<file path="src/rtl/riscv_core_mul_pkg.sv">
// riscv_core_mul_pkg: shared multiplier op encodings and fast-path flag indices
package riscv_core_mul_pkg;
  typedef enum logic [1:0] {
    CTL_MUL    = 2'b00,
    CTL_MULH   = 2'b01,
    CTL_MULHSU = 2'b10,
    CTL_MULHU  = 2'b11
  } ctl_e;
  typedef enum logic [2:0] {
    OP_MUL,
    OP_MULH,
    OP_MULHSU,
    OP_MULHU,
    OP_MULW
  } op_e;
  localparam int FAST_A_ONE  = 0;
  localparam int FAST_A_ZERO = 1;
  localparam int FAST_A_NEG  = 2;
  localparam int FAST_B_ONE  = 3;
  localparam int FAST_B_ZERO = 4;
  localparam int FAST_B_NEG  = 5;
endpackage

</file>
<file path="src/rtl/riscv_core_mul_out_neg.sv">
// riscv_core_mul_out_neg: conditional two's-complement negate with carry-in and zero-detect carry-out
module riscv_core_mul_out_neg #(
  parameter int XLEN = 64
) (
  input  logic [XLEN-1:0] a,
  input  logic            neg,
  input  logic            cin,
  output logic [XLEN-1:0] y,
  output logic            cout
);
  assign y    = neg ? ~a + {{(XLEN-1){1'b0}}, cin} : a;
  assign cout = neg && (a == '0);
endmodule

</file>
<file path="src/rtl/riscv_core_mul_out.sv">
// riscv_core_mul_out: two-stage multiplier result sign-fix, select and fast-path pipeline
module riscv_core_mul_out
  import riscv_core_mul_pkg::*;
#(
  parameter int XLEN = 64
) (
  input  logic              i_clk,
  input  logic              i_rst_n,
  input  logic              i_mul_out_valid,
  output logic              o_mul_out_ready,
  input  logic [2*XLEN-1:0] i_mul_out_product,
  input  logic              i_mul_out_negate,
  input  logic [1:0]        i_mul_out_control,
  input  logic              i_mul_out_isword,
  input  logic [5:0]        i_mul_out_fast,
  input  logic [XLEN-1:0]   i_mul_out_srcA,
  input  logic [XLEN-1:0]   i_mul_out_srcB,
  input  logic              i_mul_out_flush,
  output logic              o_mul_out_valid,
  input  logic              i_mul_out_ready,
  output logic [XLEN-1:0]   o_mul_out_result
);
  localparam int H = XLEN / 2;

  function automatic logic [XLEN-1:0] sext(input logic [XLEN-1:0] v);
    return {{H{v[H-1]}}, v[H-1:0]};
  endfunction

  logic            s1_valid, s2_valid, s2_adv, acc;
  logic [XLEN-1:0] s1_lo, s1_phi, s1_fres;
  logic            s1_carry, s1_neg, s1_isw, s1_fast;
  ctl_e            s1_ctl;
  logic [XLEN-1:0] lo_n, hi_n, fres, fother, res_n;
  logic            carry_n, fhit, fzero, fone;
  logic            unused_cout, unused_fast;

  assign s2_adv          = !s2_valid || i_mul_out_ready;
  assign o_mul_out_ready = !s1_valid || s2_adv;
  assign acc             = i_mul_out_valid && o_mul_out_ready;
  assign o_mul_out_valid = s2_valid;
  assign unused_fast     = &{i_mul_out_fast[FAST_A_NEG], i_mul_out_fast[FAST_B_NEG]};

  riscv_core_mul_out_neg #(.XLEN(XLEN)) u_neg_lo (
    .a(i_mul_out_product[XLEN-1:0]), .neg(i_mul_out_negate), .cin(1'b1),
    .y(lo_n), .cout(carry_n)
  );

  riscv_core_mul_out_neg #(.XLEN(XLEN)) u_neg_hi (
    .a(s1_phi), .neg(s1_neg), .cin(s1_carry),
    .y(hi_n), .cout(unused_cout)
  );

  // fast-path detection on the incoming operands; a multiply by one forwards the other operand
  always_comb begin
    fzero  = i_mul_out_fast[FAST_A_ZERO] || i_mul_out_fast[FAST_B_ZERO];
    fone   = i_mul_out_fast[FAST_A_ONE] || i_mul_out_fast[FAST_B_ONE];
    fother = i_mul_out_fast[FAST_A_ONE] ? i_mul_out_srcB : i_mul_out_srcA;
    fhit   = fzero || (fone && (i_mul_out_isword || ctl_e'(i_mul_out_control) == CTL_MUL));
    fres   = fzero ? '0 : i_mul_out_isword ? sext(fother) : fother;
  end

  // final result selection feeding the output register
  always_comb begin
    res_n = s1_fast ? s1_fres : s1_isw ? sext(s1_lo) : s1_ctl == CTL_MUL ? s1_lo : hi_n;
  end

  // stage 1: low-half negate, raw high half and fast-path capture
  always_ff @(posedge i_clk or negedge i_rst_n) begin
    if (!i_rst_n) begin
      s1_valid <= 1'b0;
      s1_lo    <= '0;
      s1_phi   <= '0;
      s1_fres  <= '0;
      s1_carry <= 1'b0;
      s1_neg   <= 1'b0;
      s1_isw   <= 1'b0;
      s1_fast  <= 1'b0;
      s1_ctl   <= CTL_MUL;
    end else begin
      if (i_mul_out_flush) s1_valid <= 1'b0;
      else if (o_mul_out_ready) s1_valid <= i_mul_out_valid;
      if (acc) begin
        s1_lo    <= lo_n;
        s1_phi   <= i_mul_out_product[2*XLEN-1:XLEN];
        s1_fres  <= fres;
        s1_carry <= carry_n;
        s1_neg   <= i_mul_out_negate;
        s1_isw   <= i_mul_out_isword;
        s1_fast  <= fhit;
        s1_ctl   <= ctl_e'(i_mul_out_control);
      end
    end
  end

  // stage 2: high-half negate and selected result, held while downstream stalls
  always_ff @(posedge i_clk or negedge i_rst_n) begin
    if (!i_rst_n) begin
      s2_valid         <= 1'b0;
      o_mul_out_result <= '0;
    end else begin
      if (i_mul_out_flush) s2_valid <= 1'b0;
      else if (s2_adv) s2_valid <= s1_valid;
      if (s2_adv && s1_valid) o_mul_out_result <= res_n;
    end
  end
endmodule
</file>
<file path="config.mk">
export PLATFORM = sky130hd
export DESIGN_NAME = riscv_core_mul_out
export DESIGN_NICKNAME = d
export VERILOG_FILES = /design/src/rtl/riscv_core_mul_pkg.sv /design/src/rtl/riscv_core_mul_out_neg.sv /design/src/rtl/riscv_core_mul_out.sv
export SDC_FILE = /design/constraint.sdc
export NUM_CORES = 1
export LEC_CHECK = 0
export ABC_AREA = 1
export CAP_MARGIN = 20
export CORE_UTILIZATION = 40
export CTS_BUF_LIST = sky130_fd_sc_hd__clkbuf_8
export CTS_CLUSTER_DIAMETER = 30
export DETAILED_ROUTE_END_ITERATION = 10
export PLACE_DENSITY = 0.74
export SLEW_MARGIN = 10
export SYNTH_ARGS = -nofsm -noshare
export SYNTH_HDL_FRONTEND = slang
export SYNTH_SLANG_ARGS = --single-unit
</file>
<file path="constraint.sdc">
create_clock -name i_clk -period 5.3 [get_ports i_clk]
set_input_delay 0.795 -clock i_clk [delete_from_list [all_inputs] [get_ports i_clk]]
set_output_delay 0.795 -clock i_clk [all_outputs]
set_load 0.05 [all_outputs]
</file>
==> results of run 1 <==
## layout by cell type, fill, tap and decap left out, types with 4 or more instances in the layout
cell type,n
nand3b_1,4
nor3_1,13
xor2_1,39
nand4_1,20
inv_2,5
o211ai_1,15
o32ai_1,10
o21ai_1,9
clkdlybuf4s50_1,331
inv_1,197
o21ai_0,260
a31oi_1,19
nor2_2,8
bufinv_16,11
nand3_1,153
a21oi_1,96
mux2i_1,4
buf_4,17
nor2_1,373
xnor2_1,8
clkinv_4,5
o31ai_1,21
nor2_4,5
dfrtp_1,262
clkinv_2,10
nand2_2,7
clkinvlp_4,6
nand2_1,779
ha_1,4
clkbuf_8,70
## final cells by class
class                      instances  area (sq um)
tap                              525           657
inverter                         193           729
clock buffer                      70           963
multi-input combinational       1882          8570
clock inverter                    45           541
sequential                       264          6610
timing repair buffer             353          3510
fill                            3967         18400
## logic make-up after synthesis
family,Yosys count
multiplexers,4
XOR/XNOR,47
adder cells (fa/ha/maj),4
flip-flops,264
AND/OR/NAND/NOR,1384
AO/OA/AOI/OAI,443
buffers and inverters,314
## per-layer routing
metal / vias to the layer above / share of wire [%]
met4: 0 / 4.7
met2: 665 / 46
met1: 8201 / 43
met5: - / 0
met3: 124 / 6.4
li1: 8537 / -
## critical path, delay by kind of cell
family                 cells  cell delay [ps]
AO/OA/AOI/OAI              1              150
AND/OR/NAND/NOR            3              550
buffers and inverters      5             1990
## where the power goes
part	leakage, nW	internal (W)	switching, W
sequential	3.35	0.00224	0.000180
combinational	5.62	0.000594	0.00114
clock	0.789	0.00177	0.00106
## worst max path at each step
stage | from | endpoint | cells after the start
detailed placement | i_mul_out_ready | s1_fast$_DFFE_PN0P_ | 9
global placement | i_mul_out_ready | s1_fast$_DFFE_PN0P_ | 9
finish | i_mul_out_ready | s1_fast$_DFFE_PN0P_ | 9
CTS | i_mul_out_ready | o_mul_out_ready | 4
floorplan | i_mul_out_ready | s1_fres[17]$_DFFE_PN0P_ | 7
global route | i_mul_out_ready | s1_fast$_DFFE_PN0P_ | 9
## registers in the layout (all words and copies together), names as in the netlist
name,count
o_mul_out_result,64
o_mul_out_valid,1
s1_carry,1
s1_ctl,2
s1_fast,1
s1_fres,64
s1_isw,1
s1_lo,64
s1_neg,1
s1_phi,64
s1_valid,1
## metrics by stage
step                      hold slack, ps  power [W]  instance area (sq um)  setup WS [ps]
final                                138    0.00699                  21600           2160
after global routing                 168    0.00729                  21600           1990
after CTS                            161    0.00702                  21600           2200
after detailed placement             464    0.00417                  20100           1530
after global placement               460    0.00415                  20100           1610
after floorplan                      446    0.00337                  16400           2860
==> out/summary.txt, run 1 <==
Gr usage total -> 31.3%
Num CTS Buffers -> 61
Gr ovfl total -> 0
Post-Synth XOR/XNOR Area -> 2.52%
Met1 Use GR -> 41.4%
Number of synthesized flops with an enable pin -> 0
# port buffers -> 334
Global-route wire length before repair -> 98400 microns
Adder-cell share of the synthesized area -> 0.306%
Rel. slew slack -> 40.3%
Final HPWL DP -> 50300 microns
Die area -> 41700 sq um
Async SR Flop Fraction -> 100%
Post-layout util -> 53.9%
Critical-path cell list -> clkdlybuf4s50_1, inv_1, nand3_1, nand2_4, inv_6, nand2_1, buf_4, inv_2, a22oi_1
CP Class -> primary input to flop
Die X -> 204 microns
Max frequency -> 319 MHz
Grt met2 use -> 50.2%
Most Crowded Layer GR -> met2
# Post-CTS Setup Buffers -> 0
Largest family of logic cells by synthesized area -> simple AND/OR/NAND/NOR gates
Wire length per cell -> 19.6 microns
Final period util -> 59.2%
CTS clk-pin slew, worst paths -> 60 ps
Chip height -> 204 microns
Pins Over Slew Limit -> 0
Placer Congestion -> 1.01
Cts hold-fix bufs -> 0
Top cells by area, synth -> dfrtp_1, nand2_1, nor2_1
# placed instances -> 3217
Vias -> 17527
Clock root buffer -> clkbuf_8
Site Rows -> 73
Layout area overhead -> 31.9%
Net total in the final layout -> 3030
H-tree lvl count -> 2
Power Dens Cells -> 324 nW/um^2
Initial DRC count -> 1515
Final hold violations -> 0
Detailed Route WL -> 65400 microns
CP Capture Type -> flop
Syn_nets -> 2735
Post-Syn Instances -> 2460
R2R cell count -> 7
Post-synth top area share -> 40.4%
Critical path required time -> 5780 ps
Synth area leader -> dfrtp_1
Crit path max fanout -> 119
Post-synth top flop -> dfrtp_1
Largest net degree at the start of global routing -> 120
Slowest stage delay, CP -> 700 ps
Hold Crit Class -> primary input to async pin
Share of cells above drive strength 1 -> 6.13%
RSZ-0062 raised after global routing -> false
Reg2reg setup slack -> 2360 ps
Slew @ Worst Pin -> 886 ps
Synth cell count leaders -> nand2_1, nor2_1, dfrtp_1
CTS tree -> done
Minimum clock period -> 3140 ps
Core area -> 40000 sq um
Peak supply drop -> 0.000181 V
GRT met3 Usage -> 4.75%
Clock Latency Late Sink -> 660 ps
Status -> complete, no violations
# diodes -> 0
Skew final -> 28.8 ps
Mux share of post-synthesis cell area -> 0.245%
Drt via density -> 5.26
Synthesized area per cell -> 6.65 sq um
Seq/Total Area, Yosys -> 40.4%
Synthesized area -> 16400 sq um
Max Cap Viol -> 0
CP max-delay cell -> inv_6
Initial antenna violation count -> 0
Synth Area in Compound Gates -> 14.7%
TritonRoute pass-1 iters -> 8
Initial core utilization -> 40.9%
Critical R2R Launch -> s1_valid$_DFFE_PN0P_
Setup TNS -> 0 ps
FF+latch count, synth -> 264
Worst Path Arrival -> 3610 ps
R2R Path End -> s1_fast$_DFFE_PN0P_
Cell with the most instances after synthesis -> nand2_1
Lkg Pwr -> 9.76 nW
Post_cts resized -> 0
Clock Sinks -> 264
I/O pin count -> 337
Residual DRC -> 0
Synth Area in Simple Gates -> 34.5%
Longest Clk Path Bufs -> 3
Number of global-route vias before repair -> 17045
Layout Cells excl Fill -> 3332
CP startpoint kind -> primary input
Ys Warns -> 0
Netlist cell types -> 44
Final setup fails -> 0
Post-route ant nets -> 0
Power figures use the tool's default switching activity.
==> inputs of run 2 (changes only) <==
- PLACE_DENSITY: 0.74 -> 0.76
- clock period: 5.3 -> 2.6 ns (I/O delays scaled with it)
==> run 2 against run 1 <==
  * Total power rose by 110%
  * Core utilization rose by 2.0 points
  * Worst setup slack lost 2000 ps
  * Cell count grew 2.4%
  * Clock skew rose by 5.8 ps
  * Largest power group unchanged
  * Highest routed layer unchanged
==> out/summary.txt, run 2 (synthesis gave the netlist of run 1 again) <==
Layout Cells excl Fill -> 3412 (+2.4%)
Placer Congestion -> 1.01 (+0.83%)
Most frequent cells in the layout -> nand2_1, nor2_1, clkdlybuf4s50_1
Status -> complete, no violations
CP startpoint kind -> flop
# placed instances -> 3288 (+2.2%)
Final setup fails -> 0 (unchanged)
Longest Clk Path Bufs -> 3 (unchanged)
Switching power -> 0.00494 W (+110%)
Layout area overhead -> 36.7%
CP Class -> flop to flop
Pins Over Slew Limit -> 0 (unchanged)
Rel. slew slack -> 37.6% (-2.7 points)
Share of cells above drive strength 1 -> 8.87% (+2.7 points)
Largest net degree at the start of global routing -> 107 (-11%)
Final period util -> 93.4%
Max frequency -> 412 MHz
Worst Slack Setup Final -> 171 ps (-1990 ps)
Number of global-route vias before repair -> 17402 (+2.1%)
Final hold violations -> 0 (unchanged)
CP Capture Type -> flop
I/O pin count -> 337 (unchanged)
Die area -> 41700 sq um (unchanged)
Reg power frac -> 33.7% (-1.0 points)
Final HPWL DP -> 51000 microns (+1.5%)
Clock Sinks -> 264 (unchanged)
Logic pwr share -> 24.9% (about the same)
Gr ovfl total -> 0 (unchanged)
Crit path max fanout -> 9 (-92%)
Int Pwr -> 0.00974 W (+110%)
Peak supply drop -> 0.000330 V (+82%)
Minimum clock period -> 2430 ps
Residual DRC -> 0 (unchanged)
Die X -> 204 microns (unchanged)
RSZ-0062 raised after global routing -> false
CTS clk-pin slew, worst paths -> 60 ps (about the same)
Net total in the final layout -> 3109 (+2.6%)
Lkg Pwr -> 10.2 nW (+4.6%)
Clock root buffer -> clkbuf_8
Num CTS Buffers -> 66 (+8.2%)
Drt via density -> 5.29 (+0.57%)
Place WS -> -3.16 ps (-1540 ps)
Post-route ant nets -> 0 (unchanged)
Skew final -> 34.6 ps (+5.80 ps)
# port buffers -> 334 (unchanged)
Clock Latency Late Sink -> 620 ps (-40 ps)
Wire length per cell -> 19.3 microns (-1.6%)
Commonest non-fill, non-tap cell in the layout -> nand2_1
Global-route wire length before repair -> 98900 microns (+0.45%)
Initial antenna violation count -> 0 (unchanged)
Site Rows -> 73 (unchanged)
Detailed Route WL -> 65900 microns (+0.78%)
Initial core utilization -> 40.9% (unchanged)
Initial DRC count -> 1738 (+15%)
Clock Power Share -> 41.3% (+0.7 points)
Max Cap Viol -> 0 (unchanged)
TritonRoute pass-1 iters -> 5 (-3)
Gr usage total -> 31.3% (+0.057 points)
Final Power -> 0.0147 W (+110%)
Core area -> 40000 sq um (unchanged)
Vias -> 18050 (+3.0%)
Worst Path Arrival -> 2910 ps (-700 ps)
Critical path required time -> 3080 ps (-2700 ps)
CTS tree -> done
Power Dens Cells -> 656 nW/um^2 (+100%)
Sw frac -> 33.7% (-0.43 points)
Fillers -> 3842 (-3.2%)
# diodes -> 0 (unchanged)
H-tree lvl count -> 3 (+1)
Chip height -> 204 microns (unchanged)
Slew @ Worst Pin -> 935 ps (+49.1 ps)
Hold Crit Class -> primary input to flop
-- run 2: changes by cell type in the layout (fill, tap and decap cells not counted), sizes merged --
cell,change
buf,+74
clkbuf,+7
clkinv,+3
inv,-3
clkdlybuf4s50,-1
clkinvlp,-1
dlygate4sd3,+1
-- run 2: per-stage QoR --
step / util (%) / hold slack [ps] / setup TNS [ps] / cell area [sq um]
2_1_floorplan: - / 94.4 / 0 / 16400
5_1_grt: 55.9 / 324 / 0 / 22400
6_report: 55.9 / 283 / 0 / 22400
3_3_place_gp: 51.8 / 417 / 0 / 20700
3_5_place_dp: 51.8 / 419 / -3.16 / 20700
4_1_cts: 55.8 / 256 / 0 / 22300
-- run 2: path summary, 6_finish.rpt --
path                                                        from                               end  slack, ps  depth (start not counted)
worst max-delay path                       s1_phi[0]$_DFFE_PN0P_  o_mul_out_result[37]$_DFFE_PN0P_        170                         14
worst min-delay path                           i_mul_out_fast[0]           s1_fres[31]$_DFFE_PN0P_        280                          3
worst max register to register             s1_phi[0]$_DFFE_PN0P_  o_mul_out_result[37]$_DFFE_PN0P_        170                         14
worst min register to register  o_mul_out_result[23]$_DFFE_PN0P_  o_mul_out_result[23]$_DFFE_PN0P_        480                          2
max in group asynchronous                                i_rst_n           s1_fres[11]$_DFFE_PN0P_       1430                          3
min in group asynchronous                                i_rst_n            s1_phi[43]$_DFFE_PN0P_        370                          2
-- run 2: final cells by class --
class	count	area [sq um]	share of cell area, %
Sequential cell	264	6610	29.6
Clock buffer	77	1060	4.74
Multi-Input combinational cell	1882	8580	38.4
Clock inverter	44	537	2.40
Inverter	193	729	3.26
Timing Repair Buffer	427	4190	18.7
Tap cell	525	657	2.94
-- run 2: routing by layer --
metal	routed length (microns)	share of wire (%)	vias up	GRT usage [%]
li1	-	-	8702	-
met1	28300	43	8482	42.2
met2	30100	46	754	49.7
met3	4710	7.1	112	4.23
met4	2800	4.2	0	14.8
met5	0	0	-	0
-- run 2: worst max-delay path, stage by stage, from the launching register on --
cell	delay [ps]
dfrtp_1	350
inv_1	70
buf_4	120
ha_1	140
nand3_1	150
nor2_2	290
o21ai_2	170
nor2_4	300
nand2_1	90
nand2_1	70
nand3_1	150
nand2_1	150
nand2_1	100
nand2_1	80
nand2_1	50
-- run 2: power by group through the flow --
stage                     sequential, W  clock [W]  combinational [W]
after floorplan                 0.00544          0            0.00144
after global placement          0.00499          0            0.00358
after detailed placement        0.00500          0            0.00362
after CTS                       0.00494    0.00614            0.00364
after global routing            0.00499    0.00635            0.00393
final                           0.00495    0.00607            0.00366
-- run 2: repair_timing --
item | CTS | global route
endpoints found under the hold margin | 72 | 0
resized for setup | 0 | 1
buffers inserted | 0 | 2
setup endpoints to repair | 0 | 5
hold buffers | 1 | 0
